**src/rtl/fa_if.sv**
```systemverilog
// Operand/result bundle for the registered full adder.
// The master drives operands and consumes results; the slave is the adder.
interface fa_if;
    logic a;
    logic b;
    logic cin;
    logic chain;
    logic in_valid;
    logic sum;
    logic cout;
    logic out_valid;

    modport master (
        output a, b, cin, chain, in_valid,
        input  sum, cout, out_valid
    );

    modport slave (
        input  a, b, cin, chain, in_valid,
        output sum, cout, out_valid
    );
endinterface

```
**src/rtl/fa.sv**
```systemverilog
// Registered 1-bit full adder with an optional internal carry loop for
// LSB-first bit-serial addition. One-cycle latency, one operand per cycle.
module fa #(
    parameter bit SERIAL_EN = 1'b1
) (
    input logic clk,
    input logic rst,
    fa_if.slave bus
);

    logic sum_q, cout_q, valid_q, carry_q;
    logic cin_eff, sum_d, cout_d;

    // In chain mode the previous carry-out feeds back in place of cin.
    always_comb begin
        cin_eff = (SERIAL_EN && bus.chain) ? carry_q : bus.cin;
        sum_d   = bus.a ^ bus.b ^ cin_eff;
        cout_d  = (bus.a & bus.b) | (bus.a & cin_eff) | (bus.b & cin_eff);
    end

    always_ff @(posedge clk) begin
        if (rst) begin
            sum_q   <= 1'b0;
            cout_q  <= 1'b0;
            carry_q <= 1'b0;
            valid_q <= 1'b0;
        end else if (bus.in_valid) begin
            sum_q   <= sum_d;
            cout_q  <= cout_d;
            carry_q <= cout_d;
            valid_q <= 1'b1;
        end else begin
            valid_q <= 1'b0;
        end
    end

    assign bus.sum       = sum_q;
    assign bus.cout      = cout_q;
    assign bus.out_valid = valid_q;

endmodule

```
**src/flat_wrapper.sv**
```systemverilog
// flat-port wrapper written by rule: the top's interface ports become plain ports
module fa_flat 
#(
    parameter bit SERIAL_EN = 1'b1
)
  (clk, rst, bus_a, bus_b, bus_cin, bus_chain, bus_in_valid, bus_sum, bus_cout, bus_out_valid);
  fa_if bus_i ();
  input logic clk;
  input logic rst;
  input wire logic [$bits(bus_i.a)-1:0] bus_a;
  input wire logic [$bits(bus_i.b)-1:0] bus_b;
  input wire logic [$bits(bus_i.cin)-1:0] bus_cin;
  input wire logic [$bits(bus_i.chain)-1:0] bus_chain;
  input wire logic [$bits(bus_i.in_valid)-1:0] bus_in_valid;
  output wire logic [$bits(bus_i.sum)-1:0] bus_sum;
  output wire logic [$bits(bus_i.cout)-1:0] bus_cout;
  output wire logic [$bits(bus_i.out_valid)-1:0] bus_out_valid;
  assign bus_i.a = bus_a;
  assign bus_i.b = bus_b;
  assign bus_i.cin = bus_cin;
  assign bus_i.chain = bus_chain;
  assign bus_i.in_valid = bus_in_valid;
  assign bus_sum = bus_i.sum;
  assign bus_cout = bus_i.cout;
  assign bus_out_valid = bus_i.out_valid;
  fa #(.SERIAL_EN(SERIAL_EN)) u_core (.clk(clk), .rst(rst), .bus(bus_i));
endmodule
```
**config.mk**
```make
export PLATFORM = sky130hd
export DESIGN_NAME = fa_flat
export DESIGN_NICKNAME = d
export VERILOG_FILES = /design/src/rtl/fa_if.sv /design/src/rtl/fa.sv /design/src/flat_wrapper.sv
export SDC_FILE = /design/constraint.sdc
export NUM_CORES = 1
export LEC_CHECK = 0
export CAP_MARGIN = 5
export CORE_AREA = 2 2 39 41
export CTS_CLUSTER_DIAMETER = 120
export CTS_CLUSTER_SIZE = 24
export DETAILED_ROUTE_END_ITERATION = 10
export DIE_AREA = 0 0 41 43
export GPL_TIMING_DRIVEN = 0
export PLACE_DENSITY = 0.31
export SETUP_SLACK_MARGIN = 0.3
export SYNTH_ARGS = -nofsm -noshare
export SYNTH_HDL_FRONTEND = slang
export SYNTH_SLANG_ARGS = --single-unit
```
**constraint.sdc**
```tcl
create_clock -name clk -period 1.5 [get_ports clk]
set_clock_uncertainty 0.15 [all_clocks]
set_input_delay 0.15 -clock clk [delete_from_list [all_inputs] [get_ports clk]]
set_output_delay 0.15 -clock clk [all_outputs]
set_load 0.02 [all_outputs]
```
==> flow_summary_export.csv, run 1 <==
group,metric,value,unit
setup_path,crit_path_start_kind,"register",
sta,slew_viol_final,0,
sta,worst_pin_slew,210,ps
global_routing,grt_pass1_vias,124,
setup_path,worstPathRequired,1510,ps
global_routing,grt_pass1_wl,448,microns
setup_path,reg2reg_slack,20,ps
floorplan,initial_utilization,9.04,%
route,drc_errors,0,
clock_tree,cts_buffers,3,
power,netSwitchingFraction,23.7,%
layout,nets,32,
sta,final-hold-violation-count,0,
logic_synthesis,syn_avg_cell_area,12.5,sq um
power,p_leak,0.125,nW
sta,fin_crit,1480,ps
layout,regArea,61.3,sq um
layout,area_delta_synth_final,114,%
clock_tree,cts_setup_buffers,0,
route,via_per_inst,3.03,
sta,slew_headroom,86.1,%
floorplan,dieArea,1760,sq um
clock_tree,clock-sinks,3,
sta,holdWs,362,ps
logic_synthesis,ys_types,6,
logic_synthesis,yosys.area.top_type,"dfxtp_1",
logic_synthesis,netlist_area,125,sq um
power,power.total,0.284,mW
sta,timing.fmax,676,MHz
logic_synthesis,yosys_warnings,0,
floorplan,core_area,1380,sq um
sta,layout_setup_ws,21.8,ps
route,wl,325,microns
placement,place_ws,-336,ps
power,intPower,0.217,mW
logic_synthesis,synthDominantCellAreaShare,48.0,%
layout,n_antenna_cell,0,
floorplan,rows,14,
logic_synthesis,syn-num-nets,18,
power,clock_power_share,50.3,%
setup_path,worstSetupPathType,"register to register",
placement,gp_congestion,0.507,
clock_tree,tritoncts,"built",
setup_path,worstSetupEndpointType,"register",
power,p_seq_share,31.5,%
power,power.density,1060,nW/um^2
global_routing,busiest_layer,"met4",
outcome,status,"completed",
route,drt_first_pass_iters,2,
clock_tree,postCtsHoldBufs,0,
logic_synthesis,ys_seq_area_share,48.0,%
setup_path,critical_path_arrival,1490,ps
global_routing,gr-usage-met1,2.87,%
layout,drive_gt1_share,26.1,%
global_routing,track_usage,5.11,%
clock_tree,cts.clk_slew.worst_paths,40,ps
sta,finalSetupViolCount,0,
layout,utilization,19.3,%
floorplan,pin_count,10,
layout,final_common_cell,"clkdlybuf4s50_1",
placement,dp_hpwl,220,microns
global_routing,use_met3,3.14,%
logic_synthesis,ys_ff_latch,3,
power,p_switching,0.0672,mW
floorplan,die_h,43,microns
route,wl_per_cell,8.33,microns
placement,numPortBuffers,9,
global_routing,grt_max_degree,4,
route,vias,118,
clock_tree,root_buffer,"clkbuf_4",
clock_tree,clk_path_buf_depth,2,
floorplan,die_x,41,microns
flow_run,maxCapViolCount,0,
logic_synthesis,synthCells,10,
route,drtAntennaViolNets,0,
setup_path,path_max_fanout,3,
global_routing,met2_usage,5.63,%
global_routing,gr-total-overflow,0,
clock_tree,clk_latency,230,ps
clock_tree,h-tree-depth,1,
sta,rsz0062_at_grt,"true",
worst_hold_path,hp-class,"primary input to register",
layout,fillers,154,
power,combPwrFrac,18.2,%
sta,period_share,98.5,%
route,initialDrtViolationCount,2,
global_routing,antenna_found_initial,0,
layout,layout_common_cells,"4 x clkdlybuf4s50_1, 3 x clkbuf_4, 3 x dlygate4sd2_1",
power,vdd_drop_max,0.180,mV
logic_synthesis,synth.area.top_cells,"dfxtp_1 48%, fa_1 16%, mux2i_1 16%",
layout,multiInputGateArea,71.3,sq um
[state kept, by name, summed over array words and instances (netlist names)]
signal	cells
u_core.bus.sum	1
u_core.carry_q	1
u_core.bus.out_valid	1
[cells by family (layout without fill, tap and decap cells)]
family	count (synthesis)	count (layout)	synth area share, %
DFF	3	3	48.0
muxes	3	3	25.0
adders and majority gates	1	1	16.0
and+or+nand+nor	3	3	11.0
buffers and inverters	0	13	0
[critical path, cell delays in order (launching register included)]
cell,delay [ps]
dfxtp_2,320
mux2_4,260
fa_2,520
mux2i_1,60
nor2_1,100
[cell type report]
class / instances / area share (%)
Sequential cell: 3 / 22.9
Clock buffer: 4 / 9.81
Tap cell: 16 / 7.48
Timing Repair Buffer: 9 / 33.2
Multi-Input combinational cell: 7 / 26.6
[worst paths after layout]
path	from	end	cells past startpoint
worst max-delay path	u_core.carry_q$_SDFFE_PP0P_	u_core.bus.sum$_SDFFE_PP0P_	4
worst min-delay path	rst	u_core.carry_q$_SDFFE_PP0P_	2
worst max register to register	u_core.carry_q$_SDFFE_PP0P_	u_core.bus.sum$_SDFFE_PP0P_	4
worst min register to register	u_core.bus.sum$_SDFFE_PP0P_	u_core.bus.sum$_SDFFE_PP0P_	2
[stage by stage]
step / area, sq um / std cells / TNS, ps
after global routing: 268 / 39 / -8.58
final: 268 / 39 / 0
after CTS: 264 / 39 / 0
after global placement: 240 / 35 / -607
after floorplan: 130 / 10 / 0
after detailed placement: 240 / 35 / -594
[cell usage after synthesis (all sizes together)]
master and n:
fa 1, nor2 2, mux2i 2, mux2 1
nor2b 1, dfxtp 3
[what timing repair did]
| action | in CTS | in global routing |
|---|---|---|
| resized for setup | 5 | 2 |
| endpoints found under the setup margin | 5 | 4 |
| hold endpoints to repair | 0 | 0 |
| pin swaps | 1 | 3 |
| gates cloned | 0 | 0 |
[metal layers]
metal	wire (microns)	share of wire, %	vias up
li1	-	-	59
met1	131	40	51
met2	147	45	6
met3	26	8.0	2
met4	19	5.8	0
met5	0	0	-
[power by group through the flow]
stage	combinational [mW]	clock (mW)	sequential, mW
floorplan	0.0148	0	0.0983
global placement	0.0570	0	0.0908
detailed placement	0.0561	0	0.0910
CTS	0.0526	0.151	0.0894
global route	0.0564	0.160	0.0898
finish	0.0515	0.143	0.0894
Power figures use the tool's default switching activity.
==> run 2: changes to the inputs <==
--- a/config.mk
+++ b/config.mk
@@ -17,3 +17,4 @@
 export SYNTH_ARGS = -nofsm -noshare
 export SYNTH_HDL_FRONTEND = slang
 export SYNTH_SLANG_ARGS = --single-unit
+export TNS_END_PERCENT = 20
==> results of run 2 <==
Same layout as run 1: the final DEF is identical, and so are final timing and power.
==> run 3: changes to the inputs <==
--- a/config.mk
+++ b/config.mk
@@ -7,12 +7,14 @@
 export LEC_CHECK = 0
 export CAP_MARGIN = 5
 export CORE_AREA = 2 2 39 41
+export CTS_BUF_LIST = sky130_fd_sc_hd__clkbuf_4
 export CTS_CLUSTER_DIAMETER = 120
 export CTS_CLUSTER_SIZE = 24
 export DETAILED_ROUTE_END_ITERATION = 10
 export DIE_AREA = 0 0 41 43
 export GPL_TIMING_DRIVEN = 0
 export PLACE_DENSITY = 0.31
+export RECOVER_POWER = 100
 export SETUP_SLACK_MARGIN = 0.3
 export SYNTH_ARGS = -nofsm -noshare
 export SYNTH_HDL_FRONTEND = slang
==> run 3 against run 2 <==
Via count grew 2.5%. Critical path depth is the same. Highest routed layer unchanged. Cell count is the same. Sequential cell count is the same.
==> flow_summary_export.csv, run 3 (same netlist as run 1, synthesis figures left out) <==
group,metric,value,unit
outcome,status,"completed",
route,vias,121,
power,vdd_drop_max,0.180,mV
sta,holdWs,347,ps
sta,finalSetupViolCount,0,
route,drtAntennaViolNets,0,
setup_path,crit_path_start_kind,"register",
layout,regArea,61.3,sq um
clock_tree,postCtsHoldBufs,0,
floorplan,dieArea,1760,sq um
power,power.total,0.300,mW
clock_tree,clk_latency,230,ps
placement,dp.cells,35,
setup_path,cp_cell_sequence,"mux2_4 > fa_2 > mux2i_1 > nor2_1",
sta,timing.fmax,681,MHz
power,p_seq_share,29.8,%
route,initialDrtViolationCount,1,
setup_path,path_buf_inv,0,
power,p_leak,0.119,nW
power,netSwitchingFraction,21.9,%
clock_tree,cts.clk_slew.worst_paths,40,ps
clock_tree,root_buffer,"clkbuf_4",
power,intPower,0.234,mW
route,wl_met2,147,microns
route,met1Wirelength,115,microns
clock_tree,clk_path_buf_depth,2,
power,power.density,1120,nW/um^2
route,drt_first_pass_iters,2,
clock_tree,tritoncts,"built",
route,drc_errors,0,
sta,slew_headroom,85.8,%
placement,gp_congestion,0.507,
floorplan,pin_count,10,
sta,final-hold-violation-count,0,
setup_path,max_stage_delay,530,ps
floorplan,core_area,1380,sq um
floorplan,initial_utilization,9.04,%
layout,drive_gt1_share,30.4,%
route,top_layer_used,"met4",
layout,n_antenna_cell,0,
layout,layoutNonFillerInstCount,39,
clock_tree,h-tree-depth,1,
floorplan,die_x,41,microns
sta,period_share,97.9,%
clock_tree,clock-sinks,3,
placement,numPortBuffers,9,
global_routing,gr-total-overflow,0,
power,combPwrFrac,17.1,%
setup_path,crit_slowest_cell,"fa_2",
global_routing,grt_pass1_wl,441,microns
setup_path,worstSetupPathType,"register to register",
setup_path,worstPathRequired,1510,ps
setup_path,worstSetupEndpointType,"register",
layout,area_delta_synth_final,114,%
route,dr_wl_met3,26,microns
power,p_switching,0.0655,mW
route,via_per_inst,3.10,
sta,final.setup.tns,0,ps
clock_tree,cts_buffers,3,
route,wl,309,microns
global_routing,track_usage,4.80,%
sta,slew_viol_final,0,
global_routing,antenna_found_initial,0,
route,wl_per_cell,7.92,microns
setup_path,path_max_fanout,3,
worst_hold_path,hp-class,"register to register",
sta,fin_crit,1470,ps
sta,worst_pin_slew,214,ps
floorplan,die_h,43,microns
setup_path,cp_top_family,"adder cells",
layout,fillers,153,
global_routing,grt_max_degree,4,
flow_run,maxCapViolCount,0,
global_routing,grt_pass1_vias,121,
sta,rsz0062_at_grt,"true",
placement,dp_hpwl,220,microns
setup_path,critical_path_arrival,1480,ps
floorplan,rows,14,
power,clock_power_share,53.1,%
layout,nets,32,
layout,layout_common_cells,"4 x clkbuf_4, 4 x clkdlybuf4s50_1, 4 x dlygate4sd2_1",
layout,multiInputGateArea,71.3,sq um
[run 3: path summary, 6_finish.rpt]
path         depth (start not counted)  slack (ps)                         from                     endpoint
min reg2reg                          2         350  u_core.bus.sum$_SDFFE_PP0P_  u_core.bus.sum$_SDFFE_PP0P_
max                                  4          30  u_core.carry_q$_SDFFE_PP0P_  u_core.bus.sum$_SDFFE_PP0P_
max reg2reg                          4          30  u_core.carry_q$_SDFFE_PP0P_  u_core.bus.sum$_SDFFE_PP0P_
min                                  2         350  u_core.bus.sum$_SDFFE_PP0P_  u_core.bus.sum$_SDFFE_PP0P_
[run 3: power groups by stage]
stage | Sequential, mW | Clock (mW) | Combinational [mW]
2_1_floorplan | 0.0983 | 0 | 0.0148
3_3_place_gp | 0.0908 | 0 | 0.0570
3_5_place_dp | 0.0910 | 0 | 0.0561
4_1_cts | 0.0894 | 0.167 | 0.0517
5_1_grt | 0.0898 | 0.176 | 0.0561
6_report | 0.0893 | 0.159 | 0.0512
[run 3: per-stage QoR]
step / worst slack (ps) / instance area [sq um] / util (%)
final: 31.0 / 268 / 19.3
after global routing: -7.12 / 268 / 19.3
after CTS: 13.4 / 267 / 19.3
after detailed placement: -336 / 240 / 17.4
after global placement: -343 / 240 / 17.4
after floorplan: 45.8 / 130 / -
[run 3: cell type report]
cell class | instances | area share (%)
flip-flops and latches | 3 | 22.9
clock buffers | 4 | 11.2
well taps | 16 | 7.48
multi-input cells | 7 | 26.6
repair buffers | 9 | 31.8
[run 3: repair_timing]
action                                  CTS  global route
endpoints found under the setup margin    5             4
gates cloned                              0             0
pin swaps                                 1             1
setup buffers                             0             0
endpoints found under the hold margin     0             0
resized for setup                         6             1
[run 3: worst register-to-register path, cell delays in order (launching register included)]
cell	delay [ps]
dfxtp_2	310
mux2_4	260
fa_2	530
mux2i_1	60
nor2_1	80
[run 3: routing by layer]
| metal | global-route usage (%) | up-vias |
|---|---|---|
| met5 | 0 | - |
| li1 | - | 60 |
| met4 | 10.0 | 0 |
| met2 | 5.63 | 6 |
| met3 | 3.14 | 2 |
| met1 | 2.87 | 53 |
